## src/rtl/hop_ctrl_pkg.sv

```systemverilog
// hop_ctrl_pkg: shared state encoding and bit-period helper for the scan-chain shifter
package hop_ctrl_pkg;
  typedef enum logic [2:0] {
    IDLE, SETUP, PHI, HOLD, PHI_BAR, LOAD_GAP, LOAD, DONE
  } state_t;
  function automatic int bit_period(input int scan_width);
    return 2 * scan_width + 2;
  endfunction
endpackage

```

## src/rtl/hop_ctrl.sv

```systemverilog
// hop_ctrl: shifts NTX_BITS of data_in MSB-first with two non-overlapping phases, then strobes load
module hop_ctrl
  import hop_ctrl_pkg::*;
#(
  parameter int SCAN_WIDTH    = 2,
  parameter int NTX_BITS      = 78,
  parameter int TX_BITS_WIDTH = 128,
  parameter int BIT_CNT_WIDTH = 7
) (
  input  logic                     clk,
  input  logic                     reset,
  input  logic [TX_BITS_WIDTH-1:0] data_in,
  output logic                     scan_id,
  output logic                     scan_phi,
  output logic                     scan_phi_bar,
  output logic                     scan_data_in,
  output logic                     scan_load_chip,
  output logic [BIT_CNT_WIDTH-1:0] nbits_cnt
);
  localparam int PW = SCAN_WIDTH > 1 ? $clog2(SCAN_WIDTH) : 1;
  localparam logic [PW-1:0] PC_LAST = PW'(SCAN_WIDTH - 1);
  localparam logic [BIT_CNT_WIDTH-1:0] B_LAST = BIT_CNT_WIDTH'(NTX_BITS - 1);
  state_t state;
  logic [BIT_CNT_WIDTH-1:0] b;
  logic [PW-1:0] pc;
  logic [TX_BITS_WIDTH-1:0] aligned;
  logic shifting;
  always_ff @(posedge clk or posedge reset) begin
    if (reset) begin
      state <= IDLE;
      b     <= '0;
      pc    <= '0;
    end else begin
      case (state)
        IDLE:     state <= SETUP;
        SETUP:    begin state <= PHI; pc <= '0; end
        PHI:      if (pc == PC_LAST) begin state <= HOLD; pc <= '0; end else pc <= pc + 1'b1;
        HOLD:     state <= PHI_BAR;
        PHI_BAR:
          if (pc == PC_LAST) begin
            pc    <= '0;
            b     <= b + 1'b1;
            state <= b == B_LAST ? LOAD_GAP : SETUP;
          end else pc <= pc + 1'b1;
        LOAD_GAP: begin state <= LOAD; pc <= '0; end
        LOAD:     if (pc == PC_LAST) begin state <= DONE; pc <= '0; end else pc <= pc + 1'b1;
        DONE:     state <= DONE;
        default:  begin state <= IDLE; b <= '0; pc <= '0; end
      endcase
    end
  end
  // data_in is read live: bit N-1-b lands on position N-1 after the shift
  assign aligned        = data_in << b;
  assign shifting       = state == SETUP || state == PHI || state == HOLD || state == PHI_BAR;
  assign scan_id        = state != IDLE && state != DONE;
  assign scan_phi       = state == PHI;
  assign scan_phi_bar   = state == PHI_BAR;
  assign scan_data_in   = shifting & aligned[NTX_BITS-1];
  assign scan_load_chip = state == LOAD;
  assign nbits_cnt      = b;
endmodule

```

## config.mk

```make
export PLATFORM = sky130hd
export DESIGN_NAME = hop_ctrl
export DESIGN_NICKNAME = d
export VERILOG_FILES = /design/src/rtl/hop_ctrl_pkg.sv /design/src/rtl/hop_ctrl.sv
export SDC_FILE = /design/constraint.sdc
export NUM_CORES = 1
export LEC_CHECK = 0
export BUFFER_PORTS_ARGS = -buffer_cell sky130_fd_sc_hd__clkbuf_2
export CORE_ASPECT_RATIO = 0.7
export CORE_MARGIN = 2
export CORE_UTILIZATION = 28
export DETAILED_ROUTE_END_ITERATION = 7
export PLACE_DENSITY = 0.79
export SLEW_MARGIN = 20
export SYNTH_ARGS = -nofsm -noshare
export SYNTH_HDL_FRONTEND = slang
export SYNTH_SLANG_ARGS = --single-unit
```

## constraint.sdc

```tcl
create_clock -name clk -period 5.8 [get_ports clk]
set_input_delay 1.16 -clock clk [delete_from_list [all_inputs] [get_ports clk]]
set_output_delay 1.16 -clock clk [all_outputs]
set_load 0.03 [all_outputs]
```

==> metrics.yaml, run 1 <==
outcome:
  status: "complete, no violations"
power_and_ir_drop:
  p_switching_uw: 40.2
  pwr-share-clk: 0.391
  swShare: 0.208
  internal-power_uw: 153
  vdd_drop_max_mv: 0.0456
  p_per_area_nw_per_um2: 107
  seqPwrFrac: 0.398
  leakagePower_uw: 0.000847
  power_uw: 193
  power_frac_comb: 0.211
clock_tree:
  cts_max_level: 1
  postCtsSetupBuffers: 0
  cts_hold_buf: 0
  cts_tree: "yes"
  path_clk_slew_ns: 0.05
  cts_resized: 0
  cts_buffer_depth: 2
  cts_root_buf: "clkbuf_8"
  clock_latency_ns: 0.24
  cts_sinks: 11
  cts_buffers: 3
timing:
  finalMaxSlewViolations: 0
  worst-slew-pin-transition_ns: 0.985
  finalSetupTns_ns: 0
  period_share: 0.644
  fmax_mhz: 268
  hold_viol: 0
  period_needed_ns: 3.74
  maxSlewHeadroom: 0.344
  final-setup-viol-count: 0
  skew_ns: 0.000959
  rsz0062_at_grt: "false"
yosys:
  synth_common_cells: "dfrtp_1 (11), mux4_1 (10), mux4_2 (10), nor2_1 (10), mux2i_1 (9)"
  synth_top_area_share: 0.212
  syn_nets: 244
  yosysSeqAreaShare: 0.212
  yosys_warnings: 0
  ys_dominant_reg_cell: "dfrtp_1"
  ys_async_sr_fraction: 1.00
  synth_area_leaders: "dfrtp_1 (21%), mux4_1 (20%), mux4_2 (17%)"
  yosysUniqueCellTypes: 32
  synth_cells: 112
  syn_area_um2: 1300
  synth_area_per_cell_um2: 11.6
  synth_top_cell_by_area: "dfrtp_1"
  yosys.cell_count.top_type: "dfrtp_1"
  synth_edf_count: 0
  synth_seq_cells: 11
cells_and_area:
  area_delta_synth_final_pct: 39.6
  final_core_util: 0.411
  drive_gt1_frac: 0.556
  fillCellCount: 429
  fin_area_um2: 1810
  diodes: 0
  layout.nets: 329
worst_setup_path:
  critical_path.most_common_cell: "mux4_2"
  r2r_start: "nbits_cnt[1]"
  required_ns: 4.64
  crit_path_end_kind: "output pin"
  crit_start: "nbits_cnt[1]"
  crit_path_start_kind: "flop"
  cpPeakStageDelay_ns: 0.99
  path_cells: "mux4_2, o211ai_1, mux4_2, o211ai_2, clkbuf_2"
  slowest_stage: "dfrtp_1"
  crit_family: "flip-flops"
  worstPathBufferInverterCount: 1
  ff2ff_path_depth: 4
  crit_arrival_ns: 2.58
  reg2reg_to: "nbits_cnt[6]"
  r2r_slack_ns: 3.79
  crit_path_max_fanout: 24
  crit_type: "reg2out"
floorplan:
  pin_count: 142
  start_util: 0.294
  core_um2: 4400
  die_h_um: 60.9
  core.rowCount: 20
  fp.dieArea_um2: 5200
  chipWidth_um: 85.3
worst_hold_path:
  whs_endpoint: "nbits_cnt[6]"
  hp-start: "nbits_cnt[6]"
  hold_path_depth: 1
  hp-class: "reg2reg"
grt:
  grt_start_max_net_pins: 25
  grt_pass1_vias: 1290
  antenna_found_initial: 0
  grt-ovfl-total: 0
  grt_pass1_wl_mm: 5.57
  track_usage: 0.136
drt:
  drc: 0
  viasPerCell: 5.01
  wl_per_cell_um: 13.4
  drt_wl_total_mm: 3.35
  first_pass_iters: 4
  drtAntennaViolNets: 0
  initialDrtViolationCount: 46
  vias: 1258
placement:
  place_area_um2: 1760
  hpwl_mm: 2.67
  place_congestion: 0.667
  io_buffers: 91
run:
  drv_cap: 0
-- metal layers --
| metal | part of all wire | GRT usage |
|---|---|---|
| met5 | 0 | 0 |
| met1 | 0.45 | 0.162 |
| met3 | 0.067 | 0.0163 |
| met4 | 0 | 0.0454 |
| met2 | 0.49 | 0.260 |
-- worst max-delay path by stage --
| stage | end | slack, ns | depth (start not counted) |
|---|---|---|---|
| after floorplan | scan_data_in | 2.28 | 4 |
| after global placement | scan_data_in | 2.08 | 6 |
| after detailed placement | scan_data_in | 2.08 | 6 |
| after CTS | scan_data_in | 1.99 | 6 |
| after global routing | scan_data_in | 1.84 | 6 |
| final | scan_data_in | 2.06 | 5 |
-- layout by cell type (no fill, tap or decap) --
cell type	netlist	routed
clkbuf_2	0	91
dfrtp_1	11	11
nor2_1	10	10
mux4_2	10	10
mux4_1	10	10
mux2i_1	9	9
xnor2_1	7	7
nand3_1	5	5
inv_1	4	4
nand4_1	4	4
nand3b_1	4	4
nand2_1	3	3
clkbuf_8	0	3
and3_1	2	2
o21ai_0	2	2
a21oi_1	2	2
nor3b_1	2	2
nor3_1	2	2
ha_1	2	2
xor2_1	1	1
and2_1	1	1
a21boi_0	1	1
o211ai_1	1	1
o21bai_1	1	1
or3b_2	1	1
o22ai_1	1	1
nor4b_1	1	1
nand3_2	1	1
o211ai_2	1	1
or3_1	1	1
clkinv_2	0	1
buf_4	2	1
-- per-stage QoR --
stage | std cells | hold WS, ns | setup slack (ns)
after floorplan | 112 | 0.602 | 2.28
after global placement | 247 | 0.527 | 2.08
after detailed placement | 247 | 0.545 | 2.08
after CTS | 251 | 0.562 | 1.99
after global routing | 251 | 0.586 | 1.84
final | 251 | 0.569 | 2.06
-- cell families (layout without fill, tap and decap cells) --
logic type,after synthesis,count (layout),share of synthesized area
fa+ha+maj,2,2,0.0193
simple gates,37,37,0.159
mux,29,29,0.446
buf+inv,16,100,0.0618
compound gates,9,9,0.0473
flops,11,11,0.212
xor+xnor,8,8,0.0541
-- sequential cells by signal, indices dropped and copies added (netlist names) --
signal,flops
nbits_cnt,7
state,3
pc,1
-- power by group through the flow --
stage	Sequential (uW)	Combinational, uW	Clock, uW
floorplan	78.1	14.8	0
global placement	78.1	40.2	0
detailed placement	78.1	41.6	0
CTS	76.9	41.8	78.2
global route	76.8	45.7	81.6
finish	76.9	40.8	75.7
-- area by class of cell --
type | instances | area, um2 | area share
clock buffer | 3 | 41.3 | 0.0228
clock inverter | 1 | 5.00 | 0.00277
inverter | 4 | 15.0 | 0.00830
multi-input combinational | 85 | 941 | 0.520
sequential | 11 | 275 | 0.152
tap | 55 | 68.8 | 0.0380
timing repair buffer | 92 | 463 | 0.256
Note: power is estimated with default switching activity, not from simulation.
==> run 2: changes to the inputs <==
- PLACE_DENSITY: 0.79 -> 0.81
- clock period: 5.8 -> 3.1 ns (I/O delays scaled with it)
==> run 2 against run 1 <==
Clock power increased by 92%. Utilization increased by 0.85 points. Critical path depth increased by 2. Die area unchanged. Routed wire length increased by 8.0%. Sequential share of layout area decreased by 0.24 points. First-iteration DRC count increased by 28%. Non-clock buffer count increased by 5. Total power increased by 90%. Critical path type unchanged. Largest cell class unchanged.
==> metrics.yaml, run 2 (synthesis results as in run 1) <==
worst_setup_path:
  crit_type: "reg2out"
  path_cells: "buf_4, mux4_2, mux2i_1, nand3b_1, nand4_1, o211ai_2, clkbuf_2"
  slowest_stage: "dfrtp_1"
  worstPathBufferInverterCount: 2
  crit_family: "multiplexers"
  required_ns: 2.48
  r2r_slack_ns: 1.25
  crit_path_end_kind: "output pin"
  crit_path_max_fanout: 11
  crit_path_start_kind: "flop"
  cpPeakStageDelay_ns: 0.60
  crit_arrival_ns: 2.30
drt:
  drc: 0
  drt_wl_total_mm: 3.62
  vias: 1301
  wl_met2_mm: 1.79
  wl_met3_um: 267
  viasPerCell: 5.08
  wl_per_cell_um: 14.1
  drtAntennaViolNets: 0
  wl_met1_mm: 1.54
  first_pass_iters: 4
  maxUsedRoutingLayer: "met4"
  initialDrtViolationCount: 59
timing:
  maxSlewHeadroom: 0.659
  skew_ns: 0.00424
  finalSetupTns_ns: 0
  finalMaxSlewViolations: 0
  hold_viol: 0
  rsz0062_at_grt: "false"
  worst-slew-pin-transition_ns: 0.512
  period_share: 0.942
  setup_ws_ns: 0.181
  final-setup-viol-count: 0
  period_needed_ns: 2.92
  fmax_mhz: 343
clock_tree:
  cts_buffer_depth: 2
  postCtsSetupBuffers: 0
  cts_sinks: 11
  clock_latency_ns: 0.24
  cts_buffers: 3
  cts_tree: "yes"
  cts_hold_buf: 0
  cts_root_buf: "clkbuf_8"
  path_clk_slew_ns: 0.05
  cts_max_level: 1
cells_and_area:
  final_cell_mix: "clkbuf_2 (91), nor2_1 (10), mux4_2 (10), mux4_1 (10), dfrtp_1 (10)"
  largest_register_ff_count: 7
  regArea_um2: 277
  area_delta_synth_final_pct: 42.5
  final_core_util: 0.419
  diodes: 0
  layout.nets: 334
  drive_gt1_frac: 0.567
  final_common_cell: "clkbuf_2"
  fin_area_um2: 1850
  multi_input_area_um2: 941
  fillCellCount: 437
power_and_ir_drop:
  seqPwrFrac: 0.391
  p_switching_uw: 78.7
  leakagePower_uw: 0.000870
  pwr-share-clk: 0.395
  vdd_drop_max_mv: 0.107
  internal-power_uw: 289
  swShare: 0.214
  power_frac_comb: 0.213
  p_per_area_nw_per_um2: 199
  power_uw: 368
floorplan:
  die_h_um: 60.9
  start_util: 0.294
  core_um2: 4400
  chipWidth_um: 85.3
  core.rowCount: 20
  pin_count: 142
  fp.dieArea_um2: 5200
grt:
  grt-ovfl-total: 0
  track_usage: 0.140
  grt_pass1_wl_mm: 5.71
  grt_start_max_net_pins: 14
  antenna_found_initial: 0
  grt_pass1_vias: 1259
placement:
  place_ws_ns: 0.304
  hpwl_mm: 2.96
  place_congestion: 0.731
  io_buffers: 91
  place_area_um2: 1800
outcome:
  status: "complete, no violations"
run:
  drv_cap: 0
worst_hold_path:
  hp-class: "in2async"
-- run 2: changes by cell type in the layout (fill, tap and decap cells not counted) --
cell      previous run  this run
buf_4                1         6
clkbuf_1             0         1
clkinv_2             1         0
dfrtp_1             11        10
dfrtp_2              0         1
-- run 2: power groups by stage --
stage          registers [uW]  clock network [uW]  logic [uW]
2_1_floorplan             146                   0        27.7
3_3_place_gp              146                   0        75.4
3_5_place_dp              146                   0        79.0
4_1_cts                   144                 146        79.4
5_1_grt                   144                 154        85.4
6_report                  144                 145        78.4
-- run 2: worst paths after layout --
path | depth (start not counted) | to | start
setup / recovery | 7 | scan_data_in | nbits_cnt[1]
hold / removal | 2 | nbits_cnt[1] | reset
setup reg to reg | 5 | nbits_cnt[6] | state[0]
hold reg to reg | 1 | nbits_cnt[6] | nbits_cnt[6]
max in group asynchronous | 2 | nbits_cnt[0] | reset
min in group clk | 1 | nbits_cnt[6] | nbits_cnt[6]
-- run 2: metrics by stage --
step / hold slack (ns) / instances
3_5_place_dp: 0.530 / 252
2_1_floorplan: 0.472 / 112
4_1_cts: 0.365 / 256
6_report: 0.350 / 256
5_1_grt: 0.390 / 256
3_3_place_gp: 0.534 / 252
-- run 2: timing repair --
action / in CTS / in global routing
setup endpoints to repair: 0 / 1
endpoints found under the hold margin: 0 / 0
resized for setup: 0 / 1
-- run 2: area by class of cell --
type / count / area share
timing repair buffer: 97 / 0.271
clock buffer: 4 / 0.0244
sequential: 11 / 0.150
tap: 55 / 0.0373
inverter: 4 / 0.00813
multi-input combinational: 85 / 0.509
-- run 2: routing by layer --
metal / vias to the layer above / GRT usage
met3: 4 / 0.0190
met2: 61 / 0.256
met5: - / 0
met1: 613 / 0.175
li1: 623 / -
met4: 0 / 0.0476
==> run 3: changes to the inputs <==
- CORE_MARGIN: 2 -> default
==> run 3 against run 2 <==
Utilization up 0.21 points. Clock skew about the same. Critical path depth unchanged. Worst hold slack worse by 0.0076 ns. Critical path type unchanged. Highest routed layer unchanged.
==> metrics.yaml, run 3 (synthesis results as in run 1) <==
timing:
  final-setup-viol-count: 0
  finalMaxSlewViolations: 0
  skew_ns: 0.00413
  period_share: 0.915
  hold_viol: 0
  worst-slew-pin-transition_ns: 0.446
  rsz0062_at_grt: "false"
  maxSlewHeadroom: 0.702
  fmax_mhz: 353
  period_needed_ns: 2.84
  finalSetupTns_ns: 0
drt:
  drc: 0
  first_pass_iters: 4
  vias: 1280
  initialDrtViolationCount: 55
  wl_per_cell_um: 12.5
  drt_wl_total_mm: 3.19
  drtAntennaViolNets: 0
  viasPerCell: 5.00
placement:
  io_buffers: 91
  place_congestion: 0.759
  hpwl_mm: 2.67
cells_and_area:
  drive_gt1_frac: 0.562
  area_delta_synth_final_pct: 42.4
  largest_register_ff_count: 7
  final_core_util: 0.421
  final_common_cell: "clkbuf_2"
  layout.nets: 334
  final_cell_mix: "clkbuf_2 (91), dfrtp_1 (11), nor2_1 (10), mux4_2 (10), mux4_1 (10)"
  diodes: 0
grt:
  grt_pass1_vias: 1178
  antenna_found_initial: 0
  grt-ovfl-total: 0
  grt_pass1_wl_mm: 5.27
  grt_start_max_net_pins: 13
  track_usage: 0.137
clock_tree:
  postCtsSetupBuffers: 0
  cts_max_level: 1
  cts_sinks: 11
  path_clk_slew_ns: 0.05
  cts_root_buf: "clkbuf_8"
  clock_latency_ns: 0.24
  cts_hold_buf: 0
  cts_tree: "yes"
  cts_buffer_depth: 2
  cts_resized: 0
  cts_buffers: 3
worst_setup_path:
  crit_path_max_fanout: 12
  crit_arrival_ns: 2.22
  crit_path_start_kind: "flop"
  crit_path_end_kind: "output pin"
  required_ns: 2.48
  crit_type: "reg2out"
floorplan:
  die_h_um: 58.9
  pin_count: 142
  chipWidth_um: 83.3
  core_um2: 4380
  start_util: 0.296
  fp.dieArea_um2: 4910
  core.rowCount: 20
run:
  drv_cap: 0
power_and_ir_drop:
  leakagePower_uw: 0.000872
  p_per_area_nw_per_um2: 198
  vdd_drop_max_mv: 0.0947
outcome:
  status: "complete, no violations"
worst_hold_path:
  hp-class: "in2async"
## run 3: cell counts in the layout (fill, tap and decap cells not counted)
No cell type changed its count.
## run 3: path summary, 6_finish.rpt
kind / from / end / slack, ns / depth (start not counted)
worst max-delay path: nbits_cnt[2] / scan_data_in / 0.26 / 7
worst min-delay path: reset / state[2] / 0.34 / 2
worst max register to register: state[1] / nbits_cnt[6] / 1.26 / 5
worst min register to register: nbits_cnt[6] / nbits_cnt[6] / 0.54 / 1
max in group asynchronous: reset / state[0] / 2.46 / 2
min in group clk: nbits_cnt[6] / nbits_cnt[6] / 0.54 / 1
## run 3: routing by layer
metal,part of all wire,GRT usage,up-vias
met5,0,0,-
met4,0.013,0.0517,0
met3,0.067,0.0266,4
met2,0.47,0.242,55
met1,0.45,0.170,598
li1,-,-,623
## run 3: layout make-up
cell class | instances | area, um2
inverters | 4 | 15.0
fillers | 423 | 2530
clock buffers | 4 | 45.0
multi-input cells | 85 | 941
well taps | 55 | 68.8
repair buffers | 97 | 500
flip-flops and latches | 11 | 275
## run 3: worst max-delay path, cell delays in order, from the launching register on
cell and delay (ns):
dfrtp_1 0.60, buf_4 0.27, or3b_2 0.45, o22ai_1 0.20
nor4b_1 0.08, nand4_1 0.10, o211ai_2 0.09, clkbuf_2 0.19
## run 3: where the power goes
group / leakage (uW) / internal, uW / switching, uW
Sequential: 0.000144 / 144 / 0
Clock: 0.0000228 / 90.3 / 54.1
Combinational: 0.000705 / 54.6 / 21.9
## run 3: through the flow
| stage | power (uW) | hold slack, ns | cells | setup WS, ns | instance area, um2 |
|---|---|---|---|---|---|
| CTS | 370 | 0.357 | 256 | 0.210 | 1850 |
| detailed placement | 224 | 0.544 | 252 | 0.463 | 1800 |
| finish | 365 | 0.343 | 256 | 0.264 | 1850 |
| floorplan | 174 | 0.472 | 112 | 0.416 | 1300 |
| global route | 385 | 0.392 | 256 | 0.0930 | 1850 |
| global placement | 222 | 0.523 | 252 | 0.452 | 1800 |
